## config.mk

```make
export PLATFORM = sky130hd
export DESIGN_NAME = call_stack_flat
export DESIGN_NICKNAME = d
export VERILOG_FILES = /design/src/rtl/call_stack_if.sv /design/src/rtl/call_stack.sv /design/src/flat_wrapper.sv
export SDC_FILE = /design/constraint.sdc
export NUM_CORES = 1
export LEC_CHECK = 0
export BUFFER_PORTS_ARGS = -buffer_cell sky130_fd_sc_hd__buf_4
export CAP_MARGIN = 20
export CORE_MARGIN = 2
export CORE_UTILIZATION = 38
export CTS_BUF_LIST = sky130_fd_sc_hd__clkbuf_2
export DETAILED_ROUTE_END_ITERATION = 16
export GPL_ROUTABILITY_DRIVEN = 0
export PLACE_DENSITY = 0.57
export SYNTH_ARGS = -nofsm -noshare
export SYNTH_HDL_FRONTEND = slang
export SYNTH_SLANG_ARGS = --single-unit
```

## constraint.sdc

```tcl
create_clock -name clk -period 3.06 [get_ports clk]
set_clock_uncertainty 0.1 [all_clocks]
set_input_delay 0.612 -clock clk [delete_from_list [all_inputs] [get_ports clk]]
set_output_delay 0.612 -clock clk [all_outputs]
set_load 0.02 [all_outputs]
```

## src/rtl/call_stack_if.sv

```systemverilog
// Push/pop/status bundle for call_stack. With CALL_STACK_PEEK_EN defined, the
// interface also carries the peek_idx/peek_data/peek_valid signals.
interface call_stack_if #(
  parameter int unsigned WIDTH = 12,
  parameter int unsigned CNT_W = 4
);
  logic             push;
  logic             pop;
  logic [WIDTH-1:0] din;
  logic             clr_err;
  logic [WIDTH-1:0] dout;
  logic [CNT_W-1:0] count;
  logic             empty;
  logic             full;
  logic             overflow;
  logic             underflow;
`ifdef CALL_STACK_PEEK_EN
  logic [CNT_W-1:0] peek_idx;
  logic [WIDTH-1:0] peek_data;
  logic             peek_valid;

  modport master (
    output push, pop, din, clr_err, peek_idx,
    input  dout, count, empty, full, overflow, underflow, peek_data, peek_valid
  );
  modport slave (
    input  push, pop, din, clr_err, peek_idx,
    output dout, count, empty, full, overflow, underflow, peek_data, peek_valid
  );
`else
  modport master (
    output push, pop, din, clr_err,
    input  dout, count, empty, full, overflow, underflow
  );
  modport slave (
    input  push, pop, din, clr_err,
    output dout, count, empty, full, overflow, underflow
  );
`endif
endinterface

```

## src/rtl/call_stack.sv

```systemverilog
// Parametrised return-address stack with count/status, sticky error flags,
// reject or circular overflow and push+pop replace-top. Optional CALL_STACK_PEEK_EN.
module call_stack #(
  parameter int unsigned WIDTH    = 12,
  parameter int unsigned DEPTH    = 8,
  parameter int unsigned OVF_MODE = 0
) (
  input  logic         clk,
  input  logic         rst_n,
  call_stack_if.slave  bus
);
  localparam int unsigned CNT_W = $clog2(DEPTH + 1);
  localparam int unsigned PTR_W = $clog2(DEPTH);

  typedef enum logic [2:0] {
    OP_HOLD,
    OP_PUSH,
    OP_PUSH_FULL,
    OP_POP,
    OP_REPLACE,
    OP_UNDERFLOW
  } op_e;

  logic [WIDTH-1:0] mem_q [DEPTH];
  logic [PTR_W-1:0] ptr_q, ptr_d;
  logic [CNT_W-1:0] cnt_q, cnt_d;
  logic             ovf_q, ovf_d;
  logic             unf_q, unf_d;
  logic [PTR_W-1:0] ptr_inc, ptr_top;
  logic             is_empty, is_full;
  logic             we;
  logic [PTR_W-1:0] waddr;
  op_e              op;

  assign is_empty = (cnt_q == '0);
  assign is_full  = (cnt_q == CNT_W'(DEPTH));
  assign ptr_inc  = (ptr_q == PTR_W'(DEPTH - 1)) ? '0 : ptr_q + PTR_W'(1);
  assign ptr_top  = (ptr_q == '0) ? PTR_W'(DEPTH - 1) : ptr_q - PTR_W'(1);

  always_comb begin
    op = OP_HOLD;
    unique case ({bus.push, bus.pop})
      2'b10:   op = is_full  ? OP_PUSH_FULL : OP_PUSH;
      2'b01:   op = is_empty ? OP_UNDERFLOW : OP_POP;
      2'b11:   op = is_empty ? OP_UNDERFLOW : OP_REPLACE;
      default: op = OP_HOLD;
    endcase
  end

  always_comb begin
    ptr_d = ptr_q;
    cnt_d = cnt_q;
    ovf_d = bus.clr_err ? 1'b0 : ovf_q;
    unf_d = bus.clr_err ? 1'b0 : unf_q;
    we    = 1'b0;
    waddr = ptr_q;
    case (op)
      OP_PUSH: begin
        we    = 1'b1;
        ptr_d = ptr_inc;
        cnt_d = cnt_q + CNT_W'(1);
      end
      OP_PUSH_FULL: begin
        // Circular mode: the free slot is the oldest entry, so write there and keep count at DEPTH.
        ovf_d = 1'b1;
        if (OVF_MODE == 1) begin
          we    = 1'b1;
          ptr_d = ptr_inc;
        end
      end
      OP_POP: begin
        ptr_d = ptr_top;
        cnt_d = cnt_q - CNT_W'(1);
      end
      OP_REPLACE: begin
        we    = 1'b1;
        waddr = ptr_top;
      end
      OP_UNDERFLOW: unf_d = 1'b1;
      default: ;
    endcase
  end

  always_ff @(posedge clk) begin
    if (!rst_n) begin
      ptr_q <= '0;
      cnt_q <= '0;
      ovf_q <= 1'b0;
      unf_q <= 1'b0;
    end else begin
      ptr_q <= ptr_d;
      cnt_q <= cnt_d;
      ovf_q <= ovf_d;
      unf_q <= unf_d;
    end
  end

  always_ff @(posedge clk) begin
    if (rst_n && we) mem_q[waddr] <= bus.din;
  end

  assign bus.dout      = is_empty ? '0 : mem_q[ptr_top];
  assign bus.count     = cnt_q;
  assign bus.empty     = is_empty;
  assign bus.full      = is_full;
  assign bus.overflow  = ovf_q;
  assign bus.underflow = unf_q;

`ifdef CALL_STACK_PEEK_EN
  int               pk_pos;
  logic [PTR_W-1:0] pk_addr;
  logic             pk_valid;

  assign pk_valid = (bus.peek_idx < cnt_q);

  // peek_idx < count <= DEPTH when valid, so a single +DEPTH restores the modulo.
  always_comb begin
    pk_pos  = 0;
    pk_addr = '0;
    if (pk_valid) begin
      pk_pos = int'(ptr_q) - 1 - int'(bus.peek_idx);
      if (pk_pos < 0) pk_pos = pk_pos + int'(DEPTH);
      pk_addr = PTR_W'(pk_pos);
    end
  end

  assign bus.peek_valid = pk_valid;
  assign bus.peek_data  = pk_valid ? mem_q[pk_addr] : '0;
`endif
endmodule

```

## src/flat_wrapper.sv

```systemverilog
// flat-port wrapper written by rule: the top's interface ports become plain ports
module call_stack_flat 
#(
  parameter int unsigned WIDTH    = 12,
  parameter int unsigned DEPTH    = 8,
  parameter int unsigned OVF_MODE = 0
)
  (clk, rst_n, bus_push, bus_pop, bus_din, bus_clr_err, bus_dout, bus_count, bus_empty, bus_full, bus_overflow, bus_underflow);
  call_stack_if #(.WIDTH(WIDTH), .CNT_W(4)) bus_i ();
  input  logic clk;
  input  logic rst_n;
  input wire logic [$bits(bus_i.push)-1:0] bus_push;
  input wire logic [$bits(bus_i.pop)-1:0] bus_pop;
  input wire logic [$bits(bus_i.din)-1:0] bus_din;
  input wire logic [$bits(bus_i.clr_err)-1:0] bus_clr_err;
  output wire logic [$bits(bus_i.dout)-1:0] bus_dout;
  output wire logic [$bits(bus_i.count)-1:0] bus_count;
  output wire logic [$bits(bus_i.empty)-1:0] bus_empty;
  output wire logic [$bits(bus_i.full)-1:0] bus_full;
  output wire logic [$bits(bus_i.overflow)-1:0] bus_overflow;
  output wire logic [$bits(bus_i.underflow)-1:0] bus_underflow;
  assign bus_i.push = bus_push;
  assign bus_i.pop = bus_pop;
  assign bus_i.din = bus_din;
  assign bus_i.clr_err = bus_clr_err;
  assign bus_dout = bus_i.dout;
  assign bus_count = bus_i.count;
  assign bus_empty = bus_i.empty;
  assign bus_full = bus_i.full;
  assign bus_overflow = bus_i.overflow;
  assign bus_underflow = bus_i.underflow;
  call_stack #(.WIDTH(WIDTH), .DEPTH(DEPTH), .OVF_MODE(OVF_MODE)) u_core (.clk(clk), .rst_n(rst_n), .bus(bus_i));
endmodule
```

==> summary.md <==
| Metric | Value |
|---|---|
| Status | finished with violations |
| Failing checks | negative setup slack |
| Static leakage | 1.819 nW |
| Initial antenna violation count | 0 |
| Vias/cell | roughly 5.2 |
| Clock power frac | 18.0% |
| Worst Hold Depth | 1 |
| Relative slew margins | between 40% and 50% |
| Max Fclk | ~320 MHz |
| Mapped Area | 4324 µm² |
| CP max stage delay | roughly 0.50 ns |
| Residual DRC | 0 |
| Core area | around 11,000 µm² |
| Root Buffer | clkbuf_2 |
| Post-DR wirelength/cell | 19.35 µm |
| Die area | between 10,000 and 15,000 µm² |
| Fin crit share | 103.2% |
| Syn Nets | ~250 |
| CP Capture Type | primary output |
| Syn avg cell area | between 15 and 20 µm² |
| Int Pwr | roughly 2.3 mW |
| Crit-path max FO | 8 |
| Gate power share | 33.5% |
| FP Rows | 38 |
| Min-delay worst type | input pin to register |
| Top cell type's share of synthesized area | approximately 67% |
| Reg power frac | between 40% and 50% |
| Remaining Overflow, GRT | 0 |
| Library cells used by synthesis | 41 |
| Post-DP HPWL | approximately 5700 µm |
| Initial Util | between 30 and 40% |
| Tot GR Track Use | 14.74% |
| CP Data Arrival Time | between 2 and 2.5 ns |
| NetSw | between 1 and 1.5 mW |
| Worst Max-Slew Pin Slew | approximately 0.74 ns |
| Sink Count | between 100 and 150 |
| Number of global-route vias before repair | approximately 2,400 |
| Number of max-cap violations | 0 |
| Area of the multi-input gates | 1261 µm² |
| CTS HTree Levels | 3 |
| Largest net degree at the start of global routing | 20 |
| Final hold slack | 0.1409 ns |
| Setup CP Type | register to primary output |
| Post-synth EDFFs | 96 |
| Worst path cell trace | inv_2 > ha_4 > nand2b_4 > nand2_8 > buf_12 > mux4_2 > a22o_1 > buf_6 |
| Switching fraction of total power | a little under a third |
| Storage cell area | ~3100 µm² |
| Placed insts | around 420 |
| CTS tree | done |
| Clk_lat worst skew | 0.56 ns |
| Post-DRT Antenna Nets | 0 |
| Num ports | 37 |
| VDD IR max | between 0.0002 and 0.0003 V |
| 1st-iter DRT viols | 86 |
| Max Slew Vio Count | 0 |
| Most used DFF post-synth | edfxtp_1 |
| Final Hold Viols | 0 |
| DRT Wirelength | between 8000 and 9000 µm |
| Layout area overhead | 21.79% |
| Clk buf depth | 2 |
| Count leader, synth | edfxtp_1 |
| Min cycle time layout | roughly 3.2 ns |
| Total number of vias | about 2,300 |
| 1st-pass router iterations | 5 |
| Synth Register Bits | roughly 110 |
| Post-synth top area cell | edfxtp_1 |
| # setup viols final | 11 |
| RSZ-0062 raised after global routing | true |
| Layout cells sized above 1 | a little under half |
| First-pass GRT wire length | 13,700 µm |
| Synthesis Warnings | 0 |
| Clock transition at path regs | about 0.3 ns |
| # port buffers | 36 |
| Hold Buf Count CTS | 0 |
| Post-synth top cells | edfxtp_1, mux4_2, a22o_1, nor3_1 |
| Antenna diodes | 0 |
| Fill cell count | between 900 and 1,000 |
| FFs w/ async S/R, synth | 0% |
| Cells after Synth | 227 |
| FF-to-FF path depth | 9 |
| Highest-delay cell along the critical path | mux4_2 |
| Required time worst endpoint | ~2.4 ns |
| Power, Total | around 3.4 mW |
| PwrDens | approximately 650 nW/µm² |
| Non-filler instance count after layout | between 400 and 500 |
| Die X | 110.7 µm |
| Worst setup slack after layout | -0.09719 ns |
| Seq/Total Area, Yosys | between 70 and 80% |
| Critical Path Source Type | register |
| TritonCTS Buffers | 9 |
| Nets | ~330 |
| Die height | ~110 µm |
| Synth area leaders | edfxtp_1, mux4_2, mux4_1 |
layout make-up:
cell class,count,area share (%)
inverters,4,0.3326
clock inverters,6,1.093
flip-flops and latches,105,58.23
multi-input cells,110,23.95
repair buffers,73,12.12
clock buffers,10,0.9503
well taps,140,3.326
cells by family (layout without fill, tap and decap cells):
kind of cell,Yosys count,after routing,synth area share (%)
compound gates,29,29,4.746
simple gates,45,45,6.453
fa+ha+maj,5,5,1.447
mux,29,29,14.55
flops,105,105,70.83
xor+xnor,2,2,0.4052
buf+inv,12,93,1.562
through the flow:
stage | TNS (ns) | setup WS (ns) | util, % | area [µm²]
floorplan | 0 | 0.07261 | - | 4324
global placement | 0 | 0.1711 | 45.00 | 4942
detailed placement | 0 | 0.2331 | 45.00 | 4942
CTS | -1.356 | -0.1425 | 47.78 | 5248
global route | -2.143 | -0.2119 | 47.95 | 5266
finish | -0.7592 | -0.09719 | 47.95 | 5266
flip-flops by register name, indices dropped and copies added, names as in the netlist:
name                  cells
u_core.bus.count          4
u_core.ptr_q              3
u_core.bus.overflow       1
u_core.bus.underflow      1
u_core.mem_q             96
layer usage:
metal | vias to the layer above | routed length (µm) | GRT usage, %
li1 | 1084 | - | -
met1 | 1196 | 4148 | 21.06
met2 | 44 | 4104 | 22.94
met3 | 9 | 319 | 3.226
met4 | 0 | 98 | 4.250
met5 | - | 0 | 0
cells in the final DEF (no fill, tap or decap), types with 2 or more instances in the layout:
master	netlist	layout
a21oi_1	6	5
a22o_1	12	12
buf_12	0	2
buf_4	0	54
buf_6	1	14
buf_8	1	2
clkbuf_2	0	10
clkinvlp_4	0	2
dfxtp_1	9	6
dfxtp_2	0	3
edfxtp_1	96	96
ha_1	5	3
inv_1	4	2
inv_6	0	3
mux2i_1	4	4
mux4_2	14	24
nand2_1	2	2
nand2b_1	3	3
nor2_1	10	9
nor2b_1	4	3
nor3_1	12	3
nor3_2	0	9
nor3b_1	2	2
o21ai_0	5	5
xnor2_1	2	2
worst max-delay path, delay by kind of cell (launching register included):
family,cells,cell delay (ns)
AO/OA/AOI/OAI,1,0.24
multiplexers,1,0.50
buffers and inverters,3,0.36
adder cells (fa/ha/maj),1,0.15
flip-flops,1,0.40
AND/OR/NAND/NOR,2,0.21
final timing paths:
path / startpoint / to / slack (ns)
worst min register to register: u_core.ptr_q[2] / u_core.ptr_q[2] / 0.48
worst max register to register: u_core.ptr_q[1] / u_core.mem_q[5][1] / 0.29
worst max-delay path: u_core.ptr_q[1] / bus_dout[2] / -0.1
worst min-delay path: bus_din[7] / u_core.mem_q[0][7] / 0.14
timing repair:
action                                  in CTS  in global routing
gates cloned                                 1                  0
setup buffers                               11                  2
gates resized for setup                     46                  1
pin swaps                                   15                  2
endpoints found under the setup margin      12                 12
power by group through the flow:
stage,registers [mW],clock network (mW),logic (mW)
floorplan,1.69,0,0.577
global placement,1.68,0,0.925
detailed placement,1.68,0,0.926
CTS,1.65,0.630,1.14
global route,1.66,0.690,1.22
finish,1.65,0.615,1.14
Note: power is estimated with default switching activity, not from simulation.
